[src/rtl/if_prefetch_pkg.sv]
// Shared types and constants for the instruction-fetch prefetch stage.
//   addr_t / data_t : address and instruction word types
//   enable_t        : single-bit control strobe
//   fetch_entry_t   : one prefetch-queue entry, PC plus instruction
package if_prefetch_pkg;

  localparam int WORD_W = 32;

  typedef logic [WORD_W-1:0] addr_t;
  typedef logic [WORD_W-1:0] data_t;
  typedef logic              enable_t;

  // addi x0, x0, 0 -- presented to decode whenever nothing is valid.
  localparam data_t NOP_INSTR = 32'h0000_0013;

  typedef struct packed {
    addr_t pc;
    data_t instr;
  } fetch_entry_t;

  // Sequential word address; wraps modulo 2^WORD_W.
  function automatic addr_t next_word(input addr_t a);
    return a + addr_t'(4);
  endfunction

endpackage

[src/rtl/if_prefetch_fetch_queue.sv]
// Prefetch queue: DEPTH-entry synchronous FIFO of fetch entries.
//   clk, rst    : clock, asynchronous active-high reset
//   push        : write push_entry at the tail
//   pop         : drop the head entry
//   flush       : empty the queue; wins over push and pop
//   push_entry  : entry to write
//   head        : current head entry (undefined contents when count == 0)
//   count       : number of valid entries, 0..DEPTH
module fetch_queue
  import if_prefetch_pkg::*;
#(
  parameter int DEPTH = 4
) (
  input  logic                       clk,
  input  logic                       rst,
  input  logic                       push,
  input  logic                       pop,
  input  logic                       flush,
  input  fetch_entry_t               push_entry,
  output fetch_entry_t               head,
  output logic [$clog2(DEPTH):0]     count
);

  localparam int AW = $clog2(DEPTH);
  localparam int CW = AW + 1;
  // DEPTH is a power of two, so this mask is the natural pointer wrap.
  localparam logic [AW-1:0] PTR_MASK = AW'(DEPTH - 1);

  fetch_entry_t  mem [DEPTH];
  logic [AW-1:0] rd_ptr;
  logic [AW-1:0] wr_ptr;

  always_ff @(posedge clk or posedge rst) begin
    if (rst) begin
      rd_ptr <= '0;
      wr_ptr <= '0;
      count  <= '0;
    end else if (flush) begin
      rd_ptr <= '0;
      wr_ptr <= '0;
      count  <= '0;
    end else begin
      if (push) wr_ptr <= (wr_ptr + AW'(1)) & PTR_MASK;
      if (pop)  rd_ptr <= (rd_ptr + AW'(1)) & PTR_MASK;
      case ({push, pop})
        2'b10:   count <= count + CW'(1);
        2'b01:   count <= count - CW'(1);
        default: count <= count;
      endcase
    end
  end

  // Storage needs no reset; count qualifies every read.
  always_ff @(posedge clk) begin
    if (push && !flush) mem[wr_ptr] <= push_entry;
  end

  assign head = mem[rd_ptr];

endmodule

[src/rtl/if_prefetch.sv]
// Instruction-fetch prefetch stage.
// Issues sequential fetch requests over a valid/ready channel, tracks
// in-order variable-latency responses, buffers them with their PCs and
// hands them to decode over a valid/ready handshake. A redirect flushes
// the buffer, restarts fetch at the target and drops responses to any
// requests still in flight.
//   clk, rst             : clock, asynchronous active-high reset
//   redirect_i/_addr_i   : flush and restart fetch at the given address
//   imem_req_*           : fetch request channel (valid/ready/addr)
//   imem_resp_*          : in-order response channel (valid/data)
//   valid_o / ready_i    : decode handshake
//   instruction_o, pc_o, pc_next_o : head entry (NOP / 0 / 0 when invalid)
module if_prefetch
  import if_prefetch_pkg::*;
#(
  parameter int              XLEN     = 32,
  parameter logic [XLEN-1:0] RESET_PC = 32'h0000_0000,
  parameter int              DEPTH    = 4
) (
  input  logic            clk,
  input  logic            rst,
  input  logic            redirect_i,
  input  logic [XLEN-1:0] redirect_addr_i,
  output logic            imem_req_valid_o,
  input  logic            imem_req_ready_i,
  output logic [XLEN-1:0] imem_req_addr_o,
  input  logic            imem_resp_valid_i,
  input  logic [XLEN-1:0] imem_resp_data_i,
  output logic            valid_o,
  input  logic            ready_i,
  output logic [XLEN-1:0] instruction_o,
  output logic [XLEN-1:0] pc_o,
  output logic [XLEN-1:0] pc_next_o
);

  localparam int            CW      = $clog2(DEPTH) + 1;
  localparam logic [CW-1:0] DEPTH_C = CW'(DEPTH);
  localparam logic [CW:0]   DEPTH_W = (CW + 1)'(DEPTH);

  addr_t         fetch_pc;
  addr_t         resp_pc;
  logic [CW-1:0] outstanding;
  logic [CW-1:0] discard;
  logic [CW-1:0] cnt;
  logic [CW-1:0] live;
  logic [CW:0]   credit_used;
  logic          accept;
  logic          keep;
  logic          pop;
  fetch_entry_t  head;
  fetch_entry_t  push_entry;

  // Requests still owed a slot: queued entries plus live in-flight fetches.
  assign live        = outstanding - discard;
  assign credit_used = {1'b0, cnt} + {1'b0, live};

  assign imem_req_valid_o = !rst && !redirect_i
                            && (credit_used < DEPTH_W)
                            && (outstanding < DEPTH_C);
  assign imem_req_addr_o  = fetch_pc;
  assign accept           = imem_req_valid_o && imem_req_ready_i;

  // A response landing in a redirect cycle belongs to the old stream.
  assign keep = imem_resp_valid_i && !redirect_i && (discard == '0);

  always_ff @(posedge clk or posedge rst) begin
    if (rst) begin
      fetch_pc    <= RESET_PC;
      resp_pc     <= RESET_PC;
      outstanding <= '0;
      discard     <= '0;
    end else begin
      if (redirect_i) begin
        fetch_pc <= redirect_addr_i;
        resp_pc  <= redirect_addr_i;
      end else begin
        if (accept) fetch_pc <= next_word(fetch_pc);
        if (keep)   resp_pc  <= next_word(resp_pc);
      end

      outstanding <= outstanding + CW'(accept) - CW'(imem_resp_valid_i);

      // No request is accepted in a redirect cycle, so everything still
      // outstanding after this edge belongs to the abandoned stream.
      if (redirect_i)
        discard <= outstanding - CW'(imem_resp_valid_i);
      else if (imem_resp_valid_i && (discard != '0))
        discard <= discard - CW'(1);
    end
  end

  assign push_entry = '{pc: resp_pc, instr: imem_resp_data_i};

  fetch_queue #(
    .DEPTH (DEPTH)
  ) u_queue (
    .clk        (clk),
    .rst        (rst),
    .push       (keep),
    .pop        (pop),
    .flush      (redirect_i),
    .push_entry (push_entry),
    .head       (head),
    .count      (cnt)
  );

  assign valid_o       = (cnt != '0) && !redirect_i;
  assign pop           = valid_o && ready_i;
  assign instruction_o = valid_o ? head.instr : NOP_INSTR;
  assign pc_o          = valid_o ? head.pc : '0;
  assign pc_next_o     = valid_o ? next_word(head.pc) : '0;

endmodule

[config.mk]
export PLATFORM = sky130hd
export DESIGN_NAME = if_prefetch
export DESIGN_NICKNAME = d
export VERILOG_FILES = /design/src/rtl/if_prefetch_pkg.sv /design/src/rtl/if_prefetch_fetch_queue.sv /design/src/rtl/if_prefetch.sv
export SDC_FILE = /design/constraint.sdc
export NUM_CORES = 1
export LEC_CHECK = 0
export CAP_MARGIN = 20
export CORE_MARGIN = 8
export CORE_UTILIZATION = 40
export CTS_CLUSTER_SIZE = 8
export DETAILED_ROUTE_END_ITERATION = 6
export PLACE_DENSITY_LB_ADDON = 0.15
export SKIP_CTS_REPAIR_TIMING = 1
export SYNTH_ARGS = -nofsm -noshare
export SYNTH_HDL_FRONTEND = slang
export SYNTH_SLANG_ARGS = --single-unit
[constraint.sdc]
create_clock -name clk -period 4.8 [get_ports clk]
set_input_delay 0.72 -clock clk [delete_from_list [all_inputs] [get_ports clk]]
set_output_delay 0.72 -clock clk [all_outputs]
set_load 0.05 [all_outputs]
==> impl_metrics.env <==
export IMPL_grt_usage_pct=17.33
export IMPL_r2r_end="outstanding[2]"
export IMPL_mappedNetlistNets=1108
export IMPL_start_util_pct=40.69
export IMPL_dieHeight_um=209.0
export IMPL_htreeDepth=2
export IMPL_clock_skew_final_ns=0.01706
export IMPL_crit_path_start_kind="register"
export IMPL_period_share_pct=91.35
export IMPL_crit_chain="buf_4 > mux4_2 > and4_1 > nand4b_1 > nor3_1 > mux2_1 > buf_4"
export IMPL_ys_types=55
export IMPL_insertion_delay_ns=0.54
export IMPL_clk_path_buf_depth=3
export IMPL_netlist_area_um2=14900
export IMPL_critPathKind="register to output port"
export IMPL_grt_overflow=0
export IMPL_seq_area_frac_synth_pct=64.53
export IMPL_grt_pass1_vias=9789
export IMPL_core_area_um2=36610
export IMPL_synth_seq_cells=333
export IMPL_via_per_inst=5.554
export IMPL_hold_violations=0
export IMPL_maxCapViolCount=0
export IMPL_yosys_most_used_dff="edfxtp_1"
export IMPL_areaGrowthSynthToFinish_pct=26.21
export IMPL_post_route_min_period_ns=4.385
export IMPL_slew_viol_final=0
export IMPL_drive_above_1_share_pct=16.87
export IMPL_rr_worst_depth=17
export IMPL_root_buffer="clkbuf_16"
export IMPL_cp_end_kind="output port"
export IMPL_vias=9548
export IMPL_cts_buffers=47
export IMPL_holdWs_ns=0.4283
export IMPL_n_antenna_cell=0
export IMPL_final_common_cell="edfxtp_1"
export IMPL_r2r_slack_ns=1.29
export IMPL_arrival_ns=3.66
export IMPL_hp_class="primary input to asynchronous set/reset pin"
export IMPL_syn_area_per_cell_um2=14.62
export IMPL_detail_route_first_pass_iterations=5
export IMPL_tightest_slew_ns=0.9501
export IMPL_rsz0062_at_grt="no"
export IMPL_post_place_ws_ns=0.8831
export IMPL_rows=70
export IMPL_tns_ns=0
export IMPL_crit_path_max_fanout=23
export IMPL_clkSlewWorstSetupHoldPaths_ns=0.06
export IMPL_wirelength_mm=38.47
export IMPL_setup_viol=0
export IMPL_antenna_found_initial=1
export IMPL_grt_pass1_wl_mm=59.50
export IMPL_place_congestion=0.8203
export IMPL_ys_warn_count=0
export IMPL_endpoint="pc_next_o[31]"
export IMPL_fmax_mhz=228.1
export IMPL_fin_ws_ns=0.4150
export IMPL_required_ns=4.08
export IMPL_final_area_um2=18800
export IMPL_fillers=3063
export IMPL_crit_path_frequent_cell="buf_4"
export IMPL_grt_max_degree=65
export IMPL_syn_inst=1019
export IMPL_worstReg2RegStart="outstanding[0]"
export IMPL_dpl_hpwl_mm=25.73
export IMPL_dp_cells=1652
export IMPL_drtIter0Drc=586
export IMPL_outcome="complete, no violations"
export IMPL_ir_drop_mv=0.2270
export IMPL_layout_common_cells="256 x edfxtp_1, 165 x clkdlybuf4s50_1, 75 x nand2_1, 75 x dfrtp_1, 70 x and3_1"
export IMPL_nets=1323
export IMPL_cts_sinks=333
export IMPL_io_buffers=199
export IMPL_slew_headroom_pct=36.07
export IMPL_fp_dieArea_um2=43680
export IMPL_p_leak_nw=6.643
export IMPL_synth_area_leaders="edfxtp_1 52%, dfrtp_1 13%, mux4_2 9.2%"
export IMPL_ant_nets=0
export IMPL_drc_errors=0
export IMPL_synth_edff_count=256
export IMPL_yosys_area_top_type_share_pct=51.60
export IMPL_num_io_pins=200
export IMPL_final_cells=1719
export IMPL_die_x_um=209.0
export IMPL_ys_async_sr_fraction_pct=23.12
export IMPL_powerDensity_nw_per_um2=437.4
export IMPL_crit_start="u_queue.rd_ptr[0]"
export IMPL_cp_slowest_cell="dfrtp_4"
export IMPL_wl_per_cell_um=22.38
export IMPL_dpl_cell_area_um2=17490
export IMPL_synth_area_leader_cell="edfxtp_1"
export IMPL_cts_tree="built"
export IMPL_max_stage_delay_ns=0.70
## cell type report
cell class / instances / area [µm²] / share of cell area (%)
repair buffers: 223 / 2292 / 12.19
flip-flops and latches: 333 / 9619 / 51.16
clock buffers: 63 / 1236 / 6.574
multi-input cells: 598 / 4900 / 26.06
inverters: 31 / 117.6 / 0.6255
clock inverters: 3 / 52.55 / 0.2795
well taps: 468 / 585.6 / 3.114
## per-layer routing
metal,GRT usage (%),vias up,share of wire [%]
li1,-,4365,-
met1,24.46,4846,46
met2,27.25,280,47
met3,3.337,55,5.8
met4,4.520,2,2.0
met5,0,-,0.034
## worst min path at each step
stage	endpoint	slack, ns	depth (start not counted)
5_1_grt	imem_req_addr_o[31]	0.44	2
3_3_place_gp	outstanding[0]	0.49	1
3_5_place_dp	outstanding[0]	0.50	1
4_1_cts	outstanding[0]	0.52	1
6_report	imem_req_addr_o[31]	0.43	2
2_1_floorplan	u_queue.mem[0][32]	0.48	0
## flip-flops by register name, summed over array words and instances (netlist names)
signal / flops
outstanding: 3
u_queue.rd_ptr: 2
resp_pc: 32
u_queue.wr_ptr: 2
discard: 3
imem_req_addr_o: 32
u_queue.mem: 256
u_queue.count: 3
## worst max-delay path, delay by kind of cell, from the launching register on
kind | cells | cell delay (ns)
and+or+nand+nor | 3 | 0.95
muxes | 2 | 0.75
DFF | 1 | 0.70
buffers and inverters | 2 | 0.68
## cell usage after synthesis (3+ instances only)
| cell type | count |
|---|---|
| and3_1 | 74 |
| nand4_1 | 19 |
| a22oi_1 | 3 |
| clkbuf_1 | 34 |
| o211ai_1 | 9 |
| nor4b_1 | 3 |
| o311ai_0 | 11 |
| mux4_2 | 61 |
| fa_1 | 3 |
| nor3b_1 | 3 |
| buf_1 | 6 |
| and2_1 | 4 |
| inv_1 | 29 |
| a31oi_1 | 10 |
| nor3_1 | 19 |
| mux4_1 | 3 |
| nor2_1 | 41 |
| xnor2_1 | 37 |
| nor4_1 | 9 |
| edfxtp_1 | 256 |
| nand3_1 | 33 |
| ha_1 | 16 |
| or3_1 | 16 |
| buf_4 | 7 |
| and4_1 | 7 |
| buf_2 | 8 |
| and3b_1 | 3 |
| mux2_2 | 24 |
| dfrtp_1 | 77 |
| a21oi_1 | 22 |
| o21ai_0 | 52 |
| nand2_1 | 75 |
| xor2_1 | 16 |
## stage by stage
stage          total power [mW]  utilization (%)
2_1_floorplan             4.717                -
5_1_grt                   8.591            51.36
3_5_place_dp              5.361            47.76
6_report                  8.224            51.36
3_3_place_gp              5.348            47.76
4_1_cts                   8.325            51.29
## cells by family after synthesis
group / Yosys count / synth area share, %
fa+ha+maj: 19 / 1.747
simple gates: 322 / 11.72
flops: 333 / 64.53
xor+xnor: 53 / 3.116
mux: 91 / 11.77
compound gates: 113 / 4.493
buf+inv: 88 / 2.620
## report_power, final
| part | internal [mW] | leakage (nW) | switching [mW] |
|---|---|---|---|
| Combinational | 0.697 | 2.78 | 1.10 |
| Clock | 1.77 | 0.622 | 1.15 |
| Sequential | 3.30 | 3.24 | 0.200 |
| Total | 5.77 | 6.64 | 2.45 |
No activity file was read; power rests on OpenSTA's default activity.
